File: src/rtl/core_pkg.sv
// Shared definitions for the integer register file and its writeback path.
//   XLEN       : register data width
//   REG_ADDR_W : register index width
//   NUM_REGS   : number of architectural integer registers
//   REG_ZERO   : index of the hardwired-zero register
package core_pkg;

  localparam int unsigned XLEN       = 32;
  localparam int unsigned REG_ADDR_W = 5;
  localparam int unsigned NUM_REGS   = 32;

  localparam logic [REG_ADDR_W-1:0] REG_ZERO = 5'd0;

  typedef logic [REG_ADDR_W-1:0] reg_addr_t;

  // Which writeback source owns the register file port this cycle.
  typedef enum logic [1:0] {
    GrantNone,
    GrantLoad,
    GrantAlu
  } grant_e;

endpackage

File: src/rtl/reg_scoreboard.sv
// Per-register pending scoreboard plus count of outstanding writes.
//   clock, reset_n       : clock, synchronous active-low reset
//   set_en, set_idx      : mark a destination pending (issue accept)
//   clr_en, clr_idx      : clear a pending destination (register file write)
//   query_rs1/rs2/rd/wb  : indices whose pending state is looked up
//   pend_rs1/rs2/rd/wb   : pending bit for each queried index
//   full                 : outstanding count has reached MAX_OUTSTANDING
module reg_scoreboard
  import core_pkg::*;
#(
  parameter int unsigned MAX_OUTSTANDING = 8
) (
  input  logic      clock,
  input  logic      reset_n,
  input  logic      set_en,
  input  reg_addr_t set_idx,
  input  logic      clr_en,
  input  reg_addr_t clr_idx,
  input  reg_addr_t query_rs1,
  input  reg_addr_t query_rs2,
  input  reg_addr_t query_rd,
  input  reg_addr_t query_wb,
  output logic      pend_rs1,
  output logic      pend_rs2,
  output logic      pend_rd,
  output logic      pend_wb,
  output logic      full
);

  localparam int unsigned CntW = $clog2(MAX_OUTSTANDING + 1);

  logic [NUM_REGS-1:0] pending_q, pending_d;
  logic [CntW-1:0]     outstanding_q, outstanding_d;
  logic                do_set, do_clr;

  // r0 is never tracked, so its pending bit stays zero and queries on it
  // can never report a hazard.
  assign do_set = set_en && (set_idx != REG_ZERO);
  assign do_clr = clr_en && (clr_idx != REG_ZERO);

  always_comb begin
    pending_d = pending_q;
    if (do_clr) pending_d[clr_idx] = 1'b0;
    // Set after clear so a same-index collision leaves the bit set.
    if (do_set) pending_d[set_idx] = 1'b1;
  end

  always_comb begin
    outstanding_d = outstanding_q;
    unique case ({do_set, do_clr})
      2'b10:   outstanding_d = outstanding_q + CntW'(1);
      2'b01:   outstanding_d = outstanding_q - CntW'(1);
      default: outstanding_d = outstanding_q;
    endcase
  end

  always_ff @(posedge clock) begin
    if (!reset_n) begin
      pending_q     <= '0;
      outstanding_q <= '0;
    end else begin
      pending_q     <= pending_d;
      outstanding_q <= outstanding_d;
    end
  end

  assign pend_rs1 = pending_q[query_rs1];
  assign pend_rs2 = pending_q[query_rs2];
  assign pend_rd  = pending_q[query_rd];
  assign pend_wb  = pending_q[query_wb];
  assign full     = (outstanding_q == CntW'(MAX_OUTSTANDING));

endmodule

File: src/rtl/writeback_arbiter.sv
// Shares the single register file write port between the ALU and load
// writeback paths, and stalls decode on RAW/WAW hazards or too many
// outstanding writes.
//   clock, reset_n                      : clock, synchronous active-low reset
//   issue_valid/rs1/rs2/rd, issue_stall : decode handshake (stall is comb)
//   alu_valid/rd/data, alu_ready        : ALU writeback request / grant
//   load_valid/rd/data, load_ready      : load writeback request / grant
//   rd, data, reg_write                 : registered register file write
//   wb_error                            : sticky, write to a non-pending reg
module writeback_arbiter
  import core_pkg::*;
#(
  parameter int unsigned XLEN            = core_pkg::XLEN,
  parameter int unsigned MAX_OUTSTANDING = 8,
  parameter int unsigned MAX_WAIT        = 4
) (
  input  logic            clock,
  input  logic            reset_n,
  input  logic            issue_valid,
  input  logic [4:0]      issue_rs1,
  input  logic [4:0]      issue_rs2,
  input  logic [4:0]      issue_rd,
  output logic            issue_stall,
  input  logic            alu_valid,
  input  logic [4:0]      alu_rd,
  input  logic [XLEN-1:0] alu_data,
  output logic            alu_ready,
  input  logic            load_valid,
  input  logic [4:0]      load_rd,
  input  logic [XLEN-1:0] load_data,
  output logic            load_ready,
  output logic [4:0]      rd,
  output logic [XLEN-1:0] data,
  output logic            reg_write,
  output logic            wb_error
);

  localparam int unsigned WaitW = $clog2(MAX_WAIT + 1);

  logic            pend_rs1, pend_rs2, pend_rd, pend_wb, sb_full;
  logic            hazard, accept;
  grant_e          grant;
  reg_addr_t       grant_rd;
  logic [XLEN-1:0] grant_data;
  logic            alu_forced;

  logic [WaitW-1:0] wait_q, wait_d;
  reg_addr_t        rd_q, rd_d;
  logic [XLEN-1:0]  data_q, data_d;
  logic             reg_write_q, reg_write_d;
  logic             wb_error_q, wb_error_d;

  reg_scoreboard #(
    .MAX_OUTSTANDING (MAX_OUTSTANDING)
  ) u_scoreboard (
    .clock     (clock),
    .reset_n   (reset_n),
    .set_en    (accept),
    .set_idx   (issue_rd),
    .clr_en    (reg_write_q),
    .clr_idx   (rd_q),
    .query_rs1 (issue_rs1),
    .query_rs2 (issue_rs2),
    .query_rd  (issue_rd),
    .query_wb  (grant_rd),
    .pend_rs1  (pend_rs1),
    .pend_rs2  (pend_rs2),
    .pend_rd   (pend_rd),
    .pend_wb   (pend_wb),
    .full      (sb_full)
  );

  // r0 never reads as pending, so the zero-index exclusions come for free.
  assign hazard      = pend_rs1 || pend_rs2 || pend_rd;
  assign issue_stall = issue_valid && (hazard || (sb_full && (issue_rd != REG_ZERO)));
  assign accept      = issue_valid && !issue_stall;

  assign alu_forced = (wait_q == WaitW'(MAX_WAIT));

  // Load has priority unless the ALU has been starved for MAX_WAIT cycles.
  always_comb begin
    grant = GrantNone;
    if (load_valid && !(alu_valid && alu_forced)) begin
      grant = GrantLoad;
    end else if (alu_valid) begin
      grant = GrantAlu;
    end
  end

  assign load_ready = (grant == GrantLoad);
  assign alu_ready  = (grant == GrantAlu);

  always_comb begin
    grant_rd   = REG_ZERO;
    grant_data = '0;
    unique case (grant)
      GrantLoad: begin
        grant_rd   = load_rd;
        grant_data = load_data;
      end
      GrantAlu: begin
        grant_rd   = alu_rd;
        grant_data = alu_data;
      end
      default: begin
        grant_rd   = REG_ZERO;
        grant_data = '0;
      end
    endcase
  end

  always_comb begin
    wait_d = '0;
    if (alu_valid && !alu_ready) begin
      wait_d = alu_forced ? wait_q : wait_q + WaitW'(1);
    end
  end

  // Writes to r0 are swallowed: no strobe and the held rd/data stay put.
  always_comb begin
    reg_write_d = (grant != GrantNone) && (grant_rd != REG_ZERO);
    rd_d        = reg_write_d ? grant_rd : rd_q;
    data_d      = reg_write_d ? grant_data : data_q;
    wb_error_d  = wb_error_q || (reg_write_d && !pend_wb);
  end

  always_ff @(posedge clock) begin
    if (!reset_n) begin
      wait_q      <= '0;
      rd_q        <= REG_ZERO;
      data_q      <= '0;
      reg_write_q <= 1'b0;
      wb_error_q  <= 1'b0;
    end else begin
      wait_q      <= wait_d;
      rd_q        <= rd_d;
      data_q      <= data_d;
      reg_write_q <= reg_write_d;
      wb_error_q  <= wb_error_d;
    end
  end

  assign rd        = rd_q;
  assign data      = data_q;
  assign reg_write = reg_write_q;
  assign wb_error  = wb_error_q;

endmodule

File: config.mk
export PLATFORM = sky130hd
export DESIGN_NAME = writeback_arbiter
export DESIGN_NICKNAME = d
export VERILOG_FILES = /design/src/rtl/core_pkg.sv /design/src/rtl/reg_scoreboard.sv /design/src/rtl/writeback_arbiter.sv
export SDC_FILE = /design/constraint.sdc
export NUM_CORES = 1
export LEC_CHECK = 0
export CAP_MARGIN = 20
export CORE_MARGIN = 5
export CORE_UTILIZATION = 53
export CTS_CLUSTER_DIAMETER = 80
export CTS_CLUSTER_SIZE = 8
export DETAILED_ROUTE_END_ITERATION = 8
export PLACE_DENSITY = 0.83
export SYNTH_ARGS = -nofsm -noshare
export SYNTH_HDL_FRONTEND = slang
export SYNTH_HIERARCHICAL = 1
export SYNTH_SLANG_ARGS = --single-unit
export TNS_END_PERCENT = 5
File: constraint.sdc
create_clock -name clock -period 5.05 [get_ports clock]
set_clock_uncertainty 0.15 [all_clocks]
set_input_delay 0.7575 -clock clock [delete_from_list [all_inputs] [get_ports clock]]
set_output_delay 0.7575 -clock clock [all_outputs]
set_load 0.01 [all_outputs]
Word level (Yosys, flattened, before mapping)

Cells that the tools add are included.

Bits in latches: 0
Bits of input ports: 94
Memories kept: 0
Register bits after elaboration: 78
Bits in writable memories: 0
Output and inout port bits: 42
Bits in read-only memories: 0

Shifts and indexed selects: 0
Equal/unequal tests: 6
Order comparisons: 7
Reductions and logical operators: 26
Multipliers: 0
Div/mod/pow operators: 0
Mux-type cells: 19
$add $sub $neg: 3
Bitwise logic cells: 3

Operators with widths:

| kind                                                                   | number |
|---|---|
| 32-bit 2-to-1 mux                                                      | 2 |
| 32-bit one-hot mux with 2 select lines                                 | 1 |
| 32-bit bitwise AND                                                     | 1 |
| 32-bit NOT                                                             | 1 |
| 32-bit bitwise OR                                                      | 1 |
| 5-bit by 6-bit < comparator with 1-bit output (second input constant)  | 5 |
| 1-bit binary-select mux with 5-bit select                              | 4 |
| 5-bit nonzero test                                                     | 3 |
| 1-bit logical AND                                                      | 12 |
| 1-bit demux with 5-bit select                                          | 2 |
| 5-bit by 1-bit >= comparator with 1-bit output (second input constant) | 2 |
| 5-bit one-hot mux with 2 select lines                                  | 1 |
| 4-bit one-hot mux with 2 select lines                                  | 1 |
| 1-bit 2-to-1 mux                                                       | 6 |
| 4-bit by 1-bit adder with 4-bit output (second input constant)         | 1 |
| 2-bit by 1-bit equality test with 1-bit output (second input constant) | 2 |
| 2-bit equality test (second input constant)                            | 2 |
| 4-bit equality test (second input constant)                            | 1 |
| 1-bit zero test                                                        | 4 |
| 1-bit logical OR                                                       | 4 |
| 2-bit 2-to-1 mux                                                       | 2 |
| 2-bit nonzero test                                                     | 2 |
| 4-bit by 1-bit subtractor with 4-bit output (second input constant)    | 1 |
| 3-bit by 1-bit adder with 3-bit output (second input constant)         | 1 |
| other kinds (2)                                                        | 2 |

Longest topological paths before layout

Depth after elaboration: 12
Depth in mapped cells: 17
Mapped depth without buffers: 15

Hierarchy

Netlist, hierarchy kept.

By module, submodules not included:

| module            | area an instance (um^2) | cells an instance | seq. area each (um^2) | times used |
|---|---|---|---|---|
| reg_scoreboard    | 2955.3                  | 368               | 720.7                 | 1 |
| writeback_arbiter | 2162.1                  | 242               | 840.8                 | 1 |

Least setup slack after synthesis

OpenSTA, ideal clock, no wires.

Path kind: in2reg
From: input port issue_rs2[1]
To: register u_scoreboard.outstanding_q[2]
Slack: 1.521 ns
Arrival time: 3.304 ns
Path buffers: 2
Stages: 17
Library setup time: 0.076 ns
Cell sequence: buf_6 -> buf_12 -> mux2i_1 -> a22oi_1 -> nand3_1 -> nand2_1 -> a311o_1 -> nor3_1 -> and3_1 -> nand2_1 -> ha_1 -> xor2_1 -> ha_1 -> a21oi_1 -> xor2_1 -> or3_1 -> a21boi_0

Longest elaborated chain between the ends: 11
Elaborated cells on any way between the ends: 13

RTL lines:

| what                                                                                  | line                    | RTL |
|---|---|---|
| start, declared                                                                       | writeback_arbiter.sv:21 | `input logic [4:0] issue_rs2,` |
| 1-bit binary-select mux with 5-bit select *                                           | reg_scoreboard.sv:68    | `assign pend_rs2 = pending_q[query_rs2];` |
| 1-bit 2-to-1 mux (not written as such) *                                              | reg_scoreboard.sv:68    |  |
| net pend_rs2                                                                          | writeback_arbiter.sv:40 | `logic pend_rs1, pend_rs2, pend_rd, pend_wb, sb_full;` |
| 1-bit logical OR * (2 in a row)                                                       | writeback_arbiter.sv:74 | `assign hazard = pend_rs1 \|\| pend_rs2 \|\| pend_rd;` |
| 1-bit logical OR *                                                                    | writeback_arbiter.sv:75 | `assign issue_stall = issue_valid && (hazard \|\| (sb_full && (issue_rd != REG_ZERO)));` |
| 1-bit logical AND *                                                                   | writeback_arbiter.sv:75 |  |
| 1-bit zero test *                                                                     | writeback_arbiter.sv:76 | `assign accept = issue_valid && !issue_stall;` |
| 1-bit logical AND *                                                                   | writeback_arbiter.sv:76 |  |
| net accept                                                                            | writeback_arbiter.sv:41 | `logic hazard, accept;` |
| 1-bit logical AND *                                                                   | reg_scoreboard.sv:38    | `assign do_set = set_en && (set_idx != REG_ZERO);` |
| 2-bit by 1-bit equality test with 1-bit output or 2-bit equality test (tied branches) | reg_scoreboard.sv:50    | `unique case ({do_set, do_clr})` |
| 4-bit one-hot mux with 2 select lines or 2-bit nonzero test (tied branches)           | -                       |  |
| end signal, assigned                                                                  | reg_scoreboard.sv:63    | `outstanding_q <= outstanding_d;` |
| end, declared                                                                         | reg_scoreboard.sv:33    | `logic [CntW-1:0] outstanding_q, outstanding_d;` |

Mark *: on every way through the listed nets, which the timed path passes. The rest lies on a longest branch. The select of a mux whose other input is x is not followed.
A chain may end at the register's enable or synchronous reset.

Worst setup path in the final report

From: input port issue_rs1[1]
To: output port issue_stall

Longest elaborated chain between the ends: 6

RTL lines:

| what                                      | line                    | RTL |
|---|---|---|
| start, declared                           | writeback_arbiter.sv:20 | `input logic [4:0] issue_rs1,` |
| 1-bit binary-select mux with 5-bit select | reg_scoreboard.sv:67    | `assign pend_rs1 = pending_q[query_rs1];` |
| 1-bit 2-to-1 mux (not written as such)    | reg_scoreboard.sv:67    |  |
| net pend_rs1                              | writeback_arbiter.sv:40 |  |
| 1-bit logical OR (2 in a row)             | writeback_arbiter.sv:74 |  |
| 1-bit logical OR                          | writeback_arbiter.sv:75 |  |
| 1-bit logical AND                         | writeback_arbiter.sv:75 |  |
| end, declared                             | writeback_arbiter.sv:23 | `output logic issue_stall,` |

The timed path passes the listed nets, and every way through them passes these cells. The select of a mux whose other input is x is not followed.

==> results.md <==
* Status: finished, final reports clean
* Finish-stage setup viols at 0
* Number of synthesized flops with an enable pin at 0
* Fin area at 0.00660 mm^2
* Pwr/cell area at 230 mW/mm^2
* Synth warn at 6
* Starting density of the core at 54.9%
* Req. time, crit path at 4.14 ns
* # IOs at 136
* Share of cells above drive strength 1 at 3.98%
* TritonRoute pass-1 iters at 7
* DP Area at about 0.0064 mm^2
* Setup TNS at 0 ns
* Synth top area share at between 30% and 40%
* Core Box Area at 0.00933 mm^2
* Hold Path Class: reg -> reg
* Setup Fix Bufs, Post-CTS at 0
* Area delta synth->final at 29.0%
* Count leader, synth: nand2_1
* Ys flop type: dfxtp_1
* H-tree depth at 3
* R2R depth at 15
* CP startpoint kind: primary input
* Final cell count without fillers at 858
* Leak at 2.72 nW
* Crit path DAT at 3.43 ns
* Total grt overflow at 0
* Sequential share of power at 44.8%
* Share of async-settable or async-resettable flops after synthesis at 0%
* Post_cts resized at 0
* Min Clock Period, post-route at 4.34 ns
* 1st-iter DRT viols at 507
* Floorplan row count at 35
* Clock power frac at 28.8%
* Post-Synthesis Cells at 610
* I/O Buffers at 135
* Dpl cells at 842
* P_int at ~1.1 mW
* Sink Count at between 70 and 80
* Unrepaired setup endpoints after global routing: no
* Sw Ratio at between 30% and 40%
* CTS Buffer Depth at 2
* Comb power frac at 26.4%
* Hold Path Stages at 1
* Die area at 0.0117 mm^2
* Worst slew pin tran at 0.729 ns
* Final Cycle Share at 85.9%
* Global-route wire length before repair at 25800 um
* Hold bufs inserted after CTS at 0
* Die Span Y at 108 um
* Cts bufs inserted at 9
* DRC viols at 0
* Peak VDD IR at approximately 170 uV
* Post-synth cell types at 46
* Fin nets at just over 800
* Final Hold Viols at 0
* Largest net degree at the start of global routing at 44
* Gpl congestion at 0.992
* Reg clk slew, reported paths at 0.08 ns
* Maxcap violations at 0
* # diodes at 0
* Routed len/inst at 19.3 um
* Vias in the first global route at a little over 5k
* Max-slew violations at 0
* Max frequency at 230 MHz
* Overall routing resource usage at 27.5%
* HPWL Detailed at 12100 um
* Crit Path Class: in -> out
* Post-Route WL at around 17000 um
* Initial antenna violation count at 0
* Area leader, netlist: dfxtp_1
* Synth top cells by count: 104 x nand2_1, 78 x dfxtp_1, 66 x mux2i_1
* Die Width at between 100 and 150 um
* Avg Inst Size Synth at 8.39 um^2
* Setup slack, reg-to-reg at approximately 1.5 ns
* DR vias/cell at ~6
* CP Capture Type: output pin
* Worst Path Max Fanout at 16
* Number of synthesized register bits at 78
* Syn_nets at 709
* Vias after detailed routing at around 5.3k
* Routed Antenna Nets at 0
* Switching pwr at 0.459 mW
* Root buf cell: clkbuf_8
* Rel. slew slack at 51.4%
* CTS tree: yes
* Seq/Total Area, Yosys at 30.5%
* Synthesized area at 0.00512 mm^2
* Clk_lat worst skew at 0.35 ns
* Synth area leaders: dfxtp_1 31%, mux2i_1 13%, nand2_1 7.6%
-- final timing paths --
path | start | endpoint
worst max-delay path | issue_rs1[1] | issue_stall
worst min-delay path | wb_error$_SDFF_PN0_ | wb_error$_SDFF_PN0_
worst max register to register | u_scoreboard/pending_q[23]$_SDFF_PN0_ | u_scoreboard/outstanding_q[2]$_SDFFE_PN0P_
worst min register to register | wb_error$_SDFF_PN0_ | wb_error$_SDFF_PN0_
-- flip-flops by register name (all words and copies together) (netlist names) --
register,count
data,32
rd,5
reg_write,1
u_scoreboard/outstanding_q,4
u_scoreboard/pending_q,32
wait_q,3
wb_error,1
-- critical path, stage by stage --
cell	delay (ns)
clkdlybuf4s50_1	0.46
buf_4	0.26
mux2i_1	0.23
a22oi_1	0.11
nand4b_1	0.12
a21oi_1	0.05
a311o_1	0.34
nor3_1	0.42
a21boi_0	0.16
clkdlybuf4s50_1	0.50
-- area by class of cell --
type	count	area [um^2]
multi-input cells	486	3260
inverters	3	11.3
flip-flops and latches	78	1560
fillers	768	2730
clock buffers	12	145
well taps	129	161
clock inverters	4	31.3
repair buffers	146	1430
-- power groups by stage --
| stage | sequential [mW] | combinational (mW) | clock [mW] |
|---|---|---|---|
| 2_1_floorplan | 0.698 | 0.217 | 0 |
| 3_3_place_gp | 0.692 | 0.389 | 0 |
| 3_5_place_dp | 0.694 | 0.397 | 0 |
| 4_1_cts | 0.680 | 0.399 | 0.442 |
| 5_1_grt | 0.685 | 0.433 | 0.468 |
| 6_report | 0.681 | 0.400 | 0.438 |
-- logic make-up after synthesis --
family          share of synthesized area, %
simple gates                            20.0
compound gates                          28.9
flops                                   30.5
mux                                     12.9
buf+inv                                 5.75
fa+ha+maj                               1.22
xor+xnor                               0.685
-- metrics by stage --
stage                     utilization (%)  hold WS (ns)  worst slack [ns]  power (mW)
final                                70.8         0.323             0.710        1.52
after global routing                 70.8         0.366             0.484        1.59
after CTS                            70.8         0.327             0.782        1.52
after detailed placement             68.9         0.308             0.458        1.09
after global placement               68.9         0.298             0.652        1.08
after floorplan                         -         0.329              1.52       0.914
-- per-layer routing --
| metal | vias up | global-route usage [%] | share of wire (%) |
|---|---|---|---|
| met5 | - | 0 | 0 |
| met1 | 2469 | 35.7 | 40 |
| met2 | 282 | 45.0 | 48 |
| li1 | 2470 | - | - |
| met3 | 44 | 6.75 | 9.6 |
| met4 | 0 | 9.20 | 2.4 |
-- placed cells by master (no fill, tap or decap), types with 5 or more instances in the layout --
| cell | synthesis | final |
|---|---|---|
| o21ai_0 | 34 | 34 |
| a21boi_0 | 30 | 30 |
| nand3_1 | 15 | 15 |
| a21oi_1 | 16 | 16 |
| clkbuf_8 | 0 | 10 |
| nor3_1 | 5 | 5 |
| and2b_1 | 5 | 5 |
| o2bb2ai_1 | 5 | 5 |
| o211a_1 | 32 | 32 |
| dfxtp_1 | 78 | 78 |
| clkdlybuf4s50_1 | 0 | 134 |
| ha_1 | 5 | 5 |
| nor2_1 | 49 | 49 |
| mux2i_1 | 66 | 66 |
| a221o_1 | 32 | 32 |
| a22oi_1 | 16 | 16 |
| nand2b_1 | 11 | 11 |
| nor2b_1 | 10 | 10 |
| nand2_1 | 104 | 104 |
| buf_4 | 1 | 11 |
| and2_1 | 12 | 12 |
| a22o_1 | 5 | 5 |
(Power assumes the default switching activity.)
